==> config.mk <==
export PLATFORM = sky130hd
export DESIGN_NAME = uart_receiver
export DESIGN_NICKNAME = d
export VERILOG_FILES = /design/src/rtl/uart_receiver.sv
export SDC_FILE = /design/constraint.sdc
export NUM_CORES = 1
export LEC_CHECK = 0
export CORE_MARGIN = 2
export CORE_UTILIZATION = 56
export CTS_CLUSTER_DIAMETER = 40
export DETAILED_ROUTE_END_ITERATION = 8
export GPL_TIMING_DRIVEN = 0
export PLACE_DENSITY_LB_ADDON = 0.25
export SYNTH_ARGS = -nofsm -noshare
export SYNTH_HDL_FRONTEND = slang
export SYNTH_SLANG_ARGS = --single-unit
==> constraint.sdc <==
create_clock -name clk -period 2.8 [get_ports clk]
set_clock_uncertainty 0.1 [all_clocks]
set_input_delay 0.56 -clock clk [delete_from_list [all_inputs] [get_ports clk]]
set_output_delay 0.56 -clock clk [all_outputs]
set_load 0.005 [all_outputs]
==> src/rtl/uart_receiver.sv <==
// uart_receiver: 8N1 serial receiver with programmable bit period, valid/ack handoff and error pulses
module uart_receiver (
   input  logic        clk,
   input  logic        resetn,
   input  logic [15:0] comp,
   input  logic        rec_en,
   input  logic        uart_rx,
   input  logic        rx_ack,
   output logic [7:0]  rx_data,
   output logic        rx_valid,
   output logic        frame_err,
   output logic        overrun_err
);
   typedef enum logic [1:0] {IDLE, START, DATA, STOP} state_t;
   state_t      state_q, state_d;
   logic        s1_q, rx_s_q, rx_d_q;
   logic [15:0] comp_int_q, comp_int_d, comp_c_q, comp_c_d;
   logic [2:0]  bit_c_q, bit_c_d;
   logic [7:0]  sh_q, sh_d, rx_data_q, rx_data_d;
   logic        rx_valid_q, rx_valid_d, frame_err_q, frame_err_d, overrun_err_q, overrun_err_d;
   logic        fall, hit;
   assign fall = rx_d_q & ~rx_s_q;
   assign hit  = comp_c_q == comp_int_q;
   always_comb begin
      state_d       = state_q;
      comp_int_d    = comp_int_q;
      comp_c_d      = comp_c_q + 16'd1;
      bit_c_d       = bit_c_q;
      sh_d          = sh_q;
      rx_data_d     = rx_data_q;
      rx_valid_d    = rx_valid_q & ~rx_ack;
      frame_err_d   = 1'b0;
      overrun_err_d = 1'b0;
      case (state_q)
         IDLE: begin
            comp_c_d = comp_c_q;
            if (fall) begin
               comp_int_d = comp;
               comp_c_d   = '0;
               state_d    = START;
            end
         end
         START: if (comp_c_q == comp_int_q >> 1) begin
            comp_c_d = '0;
            state_d  = rx_s_q ? IDLE : DATA;
         end
         DATA: if (hit) begin
            sh_d     = {rx_s_q, sh_q[7:1]};
            comp_c_d = '0;
            bit_c_d  = bit_c_q + 3'd1;
            state_d  = (bit_c_q == 3'd7) ? STOP : DATA;
         end
         STOP: if (hit) begin
            comp_c_d = '0;
            state_d  = IDLE;
            // a good byte may replace an unread one only when it is being acked this cycle
            if (rx_s_q && (!rx_valid_q || rx_ack)) begin
               rx_data_d  = sh_q;
               rx_valid_d = 1'b1;
            end
            overrun_err_d = rx_s_q & rx_valid_q & ~rx_ack;
            frame_err_d   = ~rx_s_q;
         end
         default: state_d = IDLE;
      endcase
      if (!rec_en) begin
         state_d       = IDLE;
         comp_c_d      = '0;
         bit_c_d       = '0;
         sh_d          = '0;
         rx_data_d     = '0;
         rx_valid_d    = 1'b0;
         frame_err_d   = 1'b0;
         overrun_err_d = 1'b0;
      end
   end
   always_ff @(posedge clk) begin
      if (!resetn) begin
         state_q       <= IDLE;
         s1_q          <= 1'b1;
         rx_s_q        <= 1'b1;
         rx_d_q        <= 1'b1;
         comp_int_q    <= '0;
         comp_c_q      <= '0;
         bit_c_q       <= '0;
         sh_q          <= '0;
         rx_data_q     <= '0;
         rx_valid_q    <= 1'b0;
         frame_err_q   <= 1'b0;
         overrun_err_q <= 1'b0;
      end else begin
         state_q       <= state_d;
         s1_q          <= uart_rx;
         rx_s_q        <= s1_q;
         rx_d_q        <= rx_s_q;
         comp_int_q    <= comp_int_d;
         comp_c_q      <= comp_c_d;
         bit_c_q       <= bit_c_d;
         sh_q          <= sh_d;
         rx_data_q     <= rx_data_d;
         rx_valid_q    <= rx_valid_d;
         frame_err_q   <= frame_err_d;
         overrun_err_q <= overrun_err_d;
      end
   end
   assign rx_data     = rx_data_q;
   assign rx_valid    = rx_valid_q;
   assign frame_err   = frame_err_q;
   assign overrun_err = overrun_err_q;
endmodule
### Word-level counts from Yosys, hierarchy flattened

Index checks and enable logic that the tools add are counted.

* eq/ne operators: 10
* reductions and logical operators: 11
* $add $sub $neg: 2
* bitwise gates (word level): 6
* multiplexer cells: 14

Operators by type and width (count)
* two-way mux 16 bit: 3
* case mux 16 bit (3 select lines): 1
* adder 16 x 1 -> 16 bit, second input constant: 1
* == test 16 x 15 -> 1 bit: 1
* == test 16 bit: 1
* two-way mux 2 bit: 5
* != test 2 bit, second input constant: 4
* case mux 2 bit (4 select lines): 1
* AND reduction 4 bit: 2
* AND reduction 2 bit: 3
* AND 1 bit: 4
* == test 2 bit, second input constant: 2
* two-way mux 1 bit: 4
* adder 3 x 1 -> 3 bit, second input constant: 1
* == test 3 bit, second input constant: 1
* AND reduction 3 bit: 1
* == test 2 x 1 -> 1 bit, second input constant: 1
* zero test 2 bit: 1
* inverter 1 bit: 2
* OR reduction 2 bit: 1
* logical AND 1 bit: 1
* zero test 1 bit: 1
* logical OR 1 bit: 1

* register bits after elaboration: 59
* logic and storage cells: 55
* output and inout bits: 11

### Logic depth before layout (Yosys ltp)

* depth in word-level cells: 6
* gate-level depth with buffers: 8
* depth with buffers taken out: 7

### Worst setup path before layout

Ideal clock, no wire load.

* path kind: register -> register
* start point: register comp_c_q[0]
* end point: register comp_c_q[7]
* required time: 2.577 ns
* slack: 0.809 ns
* arrival: 1.768 ns
* cell stages (with the launch flop): 9
* clock period less this slack: 1.991 ns
* cells stage by stage: dfxtp_1 -> buf_2 -> xor2_1 -> nor4_1 -> nand4_1 -> a22o_1 -> buf_2 -> a31oi_1 -> mux2i_1

* longest elaborated chain between the ends: 3
* elaborated cells between the ends (all ways): 6

Ends and longest elaborated chain
* start, declared: line 17 `logic [15:0] comp_int_q, comp_int_d, comp_c_q, comp_c_d;`
* start signal, assigned: line 97 `comp_c_q <= comp_c_d;`
* adder 16 x 1 -> 16 bit (tied with other cells): line 27 `comp_c_d = comp_c_q + 16'd1;`
* two-way mux 16 bit (on tied branches): line 47, 53, 43
* case mux 16 bit (3 select lines) (*): line 34 `case (state_q)`

Mark *: on every way between the ends. The rest lies on a longest branch, timed or not.
A chain may end at the register's enable or synchronous reset.

### Worst setup path after layout

* start point: register comp_c_q[12]
* end point: register comp_c_q[6]

* longest elaborated chain between the ends: 3
* elaborated cells between the ends (all ways): 5

Ends and longest elaborated chain (line)
* == test 16 bit or == test 16 x 15 -> 1 bit (tied branches): 23, 43
* two-way mux 16 bit (on tied branches): 47, 53, 43
* case mux 16 bit (3 select lines) (*): 34

Marks and branches as above.

==> run_results.csv <==
group,metric,value,unit
final_layout,footprint_of_the_flip_flops_and_latches,0.001181,mm2
route,routed-wl-met2,2655,um
power_and_ir_drop,power_leakage,1.369,nW
clocking,ctsResizeCount,0,
final_layout,drive_above_1_share,0.07692,
die,fp.dieArea,0.005610,mm2
route,detail_route.wl_per_cell,13.44,um
clocking,cts.htree.levels,3,
clocking,tritoncts.num_buffers,9,
die,placement_rows,25,
power_and_ir_drop,power.density,534.7,mW/mm2
grt,global_route.overflow_total,0,
route,detailroute.via_count,2409,
placement,buffer_ports.inserted,31,
die,top_level_ports,32,
die,die_width,74.90,um
placement,placed_cell_area,0.003209,mm2
clocking,cts_hold_buf,0,
timing,finalSetupViolCount,0,
grt,grt_start_max_net_pins,11,
timing,slew-limit-headroom,0.4812,
timing,timing_worst_slew_pin_value,772.3,ps
timing,hold-worst-slack,314.1,ps
clocking,clk_latency,340,ps
final_layout,finalNetCount,397,
final_layout,final_area,0.003425,mm2
run,timing.max_cap.violations,0,
final_layout,filler_cell_count,385,
clocking,cts_max_path_buffers,2,
grt,initial_antenna_violation_count,0,
logic_synthesis,async_flop_share,0,
final_layout,n_antenna_cell,0,
logic_synthesis,syn-num-nets,355,
timing,period_minus_slack,2609,ps
logic_synthesis,syn_area_per_cell,8.505,um2
final_layout,final_cell_mix,"59 x sky130_fd_sc_hd__dfxtp_1, 57 x sky130_fd_sc_hd__nand2_1, 33 x sky130_fd_sc_hd__xor2_1",
power_and_ir_drop,post-layout-total-power,0.001831,W
logic_synthesis,yosysUniqueCellTypes,38,
timing,final_min_period_over_clock_period,0.9317,
logic_synthesis,synth_sequential_area_ratio,0.4196,
clocking,cts_tree,"done",
route,route.detailed.vias_per_inst,5.426,
final_layout,area_growth_syn_to_fin,21.64,%
clocking,clock-root-buffer,"sky130_fd_sc_hd__clkbuf_8",
logic_synthesis,synthFlopType,"sky130_fd_sc_hd__dfxtp_1",
die,core,0.004786,mm2
placement,gpl.final_weighted_congestion,0.8711,
clocking,clock_sinks,59,
timing,report.final.slew_viol_count,0,
route,number_of_drc_violations_after_detailed_routing_iteration_0,177,
route,finalWirelength,5969,um
route,route.detailed.drc,0,
timing,hold_viol,0,
worst_setup_path,cp-end-kind,"flip-flop",
timing,fmaxAchievable,383.3,MHz
route,route.antenna.remaining_nets,0,
worst_setup_path,cp_max_fanout,10,
worst_setup_path,worstSetupPathType,"flip-flop to flip-flop",
worst_setup_path,startpoint_type,"flip-flop",
die,floorplan.initialDensity,0.5882,
timing,grt_setup_unrepaired,"false",
route,top_signal_layer_used,"met4",
timing,final.setup.tns,0,ps
grt,groute.usage.overall,0.2349,
worst_setup_path,timing.critical_path.arrival,2730,ps
logic_synthesis,synth_area,0.002815,mm2
hold_path,worstHoldPathType,"flip-flop to flip-flop",
logic_synthesis,synth-seq-cells,59,
power_and_ir_drop,vdd.ir_drop.worst,348.5,uV
final_layout,multi_input_comb_area,0.001510,mm2
worst_setup_path,worstPathRequired,2920,ps
logic_synthesis,synth.yosys.warnings,0,
clocking,postCtsSetupRepairBufs,0,
status,outcome,"completed",
final_layout,final_core_util,0.7156,
route,firstDrtPassIters,4,
placement,hpwlAfterDp,4187,um
worst_setup_path,setup.reg_to_reg.worst_slack,190,ps
grt,grt_first_pass_wirelength,9784,um
final_layout,layout_commonest_cell,"sky130_fd_sc_hd__dfxtp_1",
logic_synthesis,count_of_flip_flops_with_a_built_in_enable_after_synthesis,0,
logic_synthesis,post_synth_inst_count,331,
route,detailroute.wirelength.met3,323,um
clocking,path_clk_slew,70,ps
route,routedLengthMet1,2820,um
grt,grt_pass1_vias,2118,
die,die_y,74.90,um
[routing by layer]
layer | vias up | GRT usage
met1 | 1114 | 0.3144
met3 | 14 | 0.06292
met5 | - | 0
met2 | 67 | 0.3460
met4 | 0 | 0.1250
li1 | 1214 | -
[stage by stage]
step,setup WS [ps],cells
floorplan,809.4,331
detailed placement,367.7,429
global route,185.8,444
finish,191.2,444
global placement,400.0,429
CTS,301.3,444
[critical path, cell delays in order, from the launching register on]
cell and delay (ps):
sky130_fd_sc_hd__dfxtp_1 300, sky130_fd_sc_hd__buf_2 160, sky130_fd_sc_hd__xor2_1 150, sky130_fd_sc_hd__nor4_1 490, sky130_fd_sc_hd__nand4_1 360, sky130_fd_sc_hd__a22o_1 400, sky130_fd_sc_hd__clkbuf_1 270, sky130_fd_sc_hd__nand4b_1 180
sky130_fd_sc_hd__o211ai_1 90
[layout make-up]
class,count,area share
flip-flops and latches,59,0.3449
multi-input cells,245,0.4410
clock inverters,5,0.02265
repair buffers,31,0.09061
inverters,2,0.002192
plain buffers,25,0.03398
clock buffers,10,0.04019
well taps,67,0.02448
[final timing paths]
check             depth (start not counted)                 startpoint                  endpoint
hold reg to reg                           1            s1_q$_SDFF_PN1_         rx_s_q$_SDFF_PN1_
setup reg to reg                          8  comp_c_q[12]$_SDFFE_PN0N_  comp_c_q[6]$_SDFFE_PN0N_
hold / removal                            1            s1_q$_SDFF_PN1_         rx_s_q$_SDFF_PN1_
setup / recovery                          8  comp_c_q[12]$_SDFFE_PN0N_  comp_c_q[6]$_SDFFE_PN0N_
[flip-flops by register name (all words and copies together) (netlist names), named ones only]
name	count
comp_c_q	16
comp_int_q	16
rx_data	8
sh_q	8
bit_c_q	3
frame_err	1
overrun_err	1
rx_d_q	1
rx_s_q	1
rx_valid	1
s1_q	1
state_q	1
[logic make-up after synthesis]
group	share of synthesized area
fa+ha+maj	0.01333
compound gates	0.09112
simple gates	0.2449
buf+inv	0.04400
flops	0.4196
mux	0.07822
xor+xnor	0.1089
[synthesized netlist by cell type (all sizes together) (2+ instances only)]
master / instances / area share
ha: 3 / 0.013
xnor2: 2 / 0.0062
o21ai: 6 / 0.011
a21boi: 16 / 0.043
nand4: 10 / 0.022
nand2b: 6 / 0.013
clkbuf: 13 / 0.017
nand3: 16 / 0.028
buf: 12 / 0.024
nor4: 9 / 0.020
inv: 2 / 0.0027
a22o: 2 / 0.0062
nor2: 32 / 0.043
o211ai: 2 / 0.0053
dfxtp: 59 / 0.42
and2: 2 / 0.0044
nand2: 57 / 0.076
nor2b: 2 / 0.0044
xor2: 33 / 0.10
mux2i: 22 / 0.078
and3: 3 / 0.0067
nor3: 4 / 0.0071
a31oi: 6 / 0.013
[power breakdown]
part / switching (W) / internal, W / total (W) / leakage, nW
combinational: 0.0000620 / 0.0000543 / 0.000116 / 0.784
sequential: 0.0000109 / 0.000849 / 0.000860 / 0.477
clock: 0.000338 / 0.000517 / 0.000854 / 0.108
Note: power is estimated with default switching activity, not from simulation.
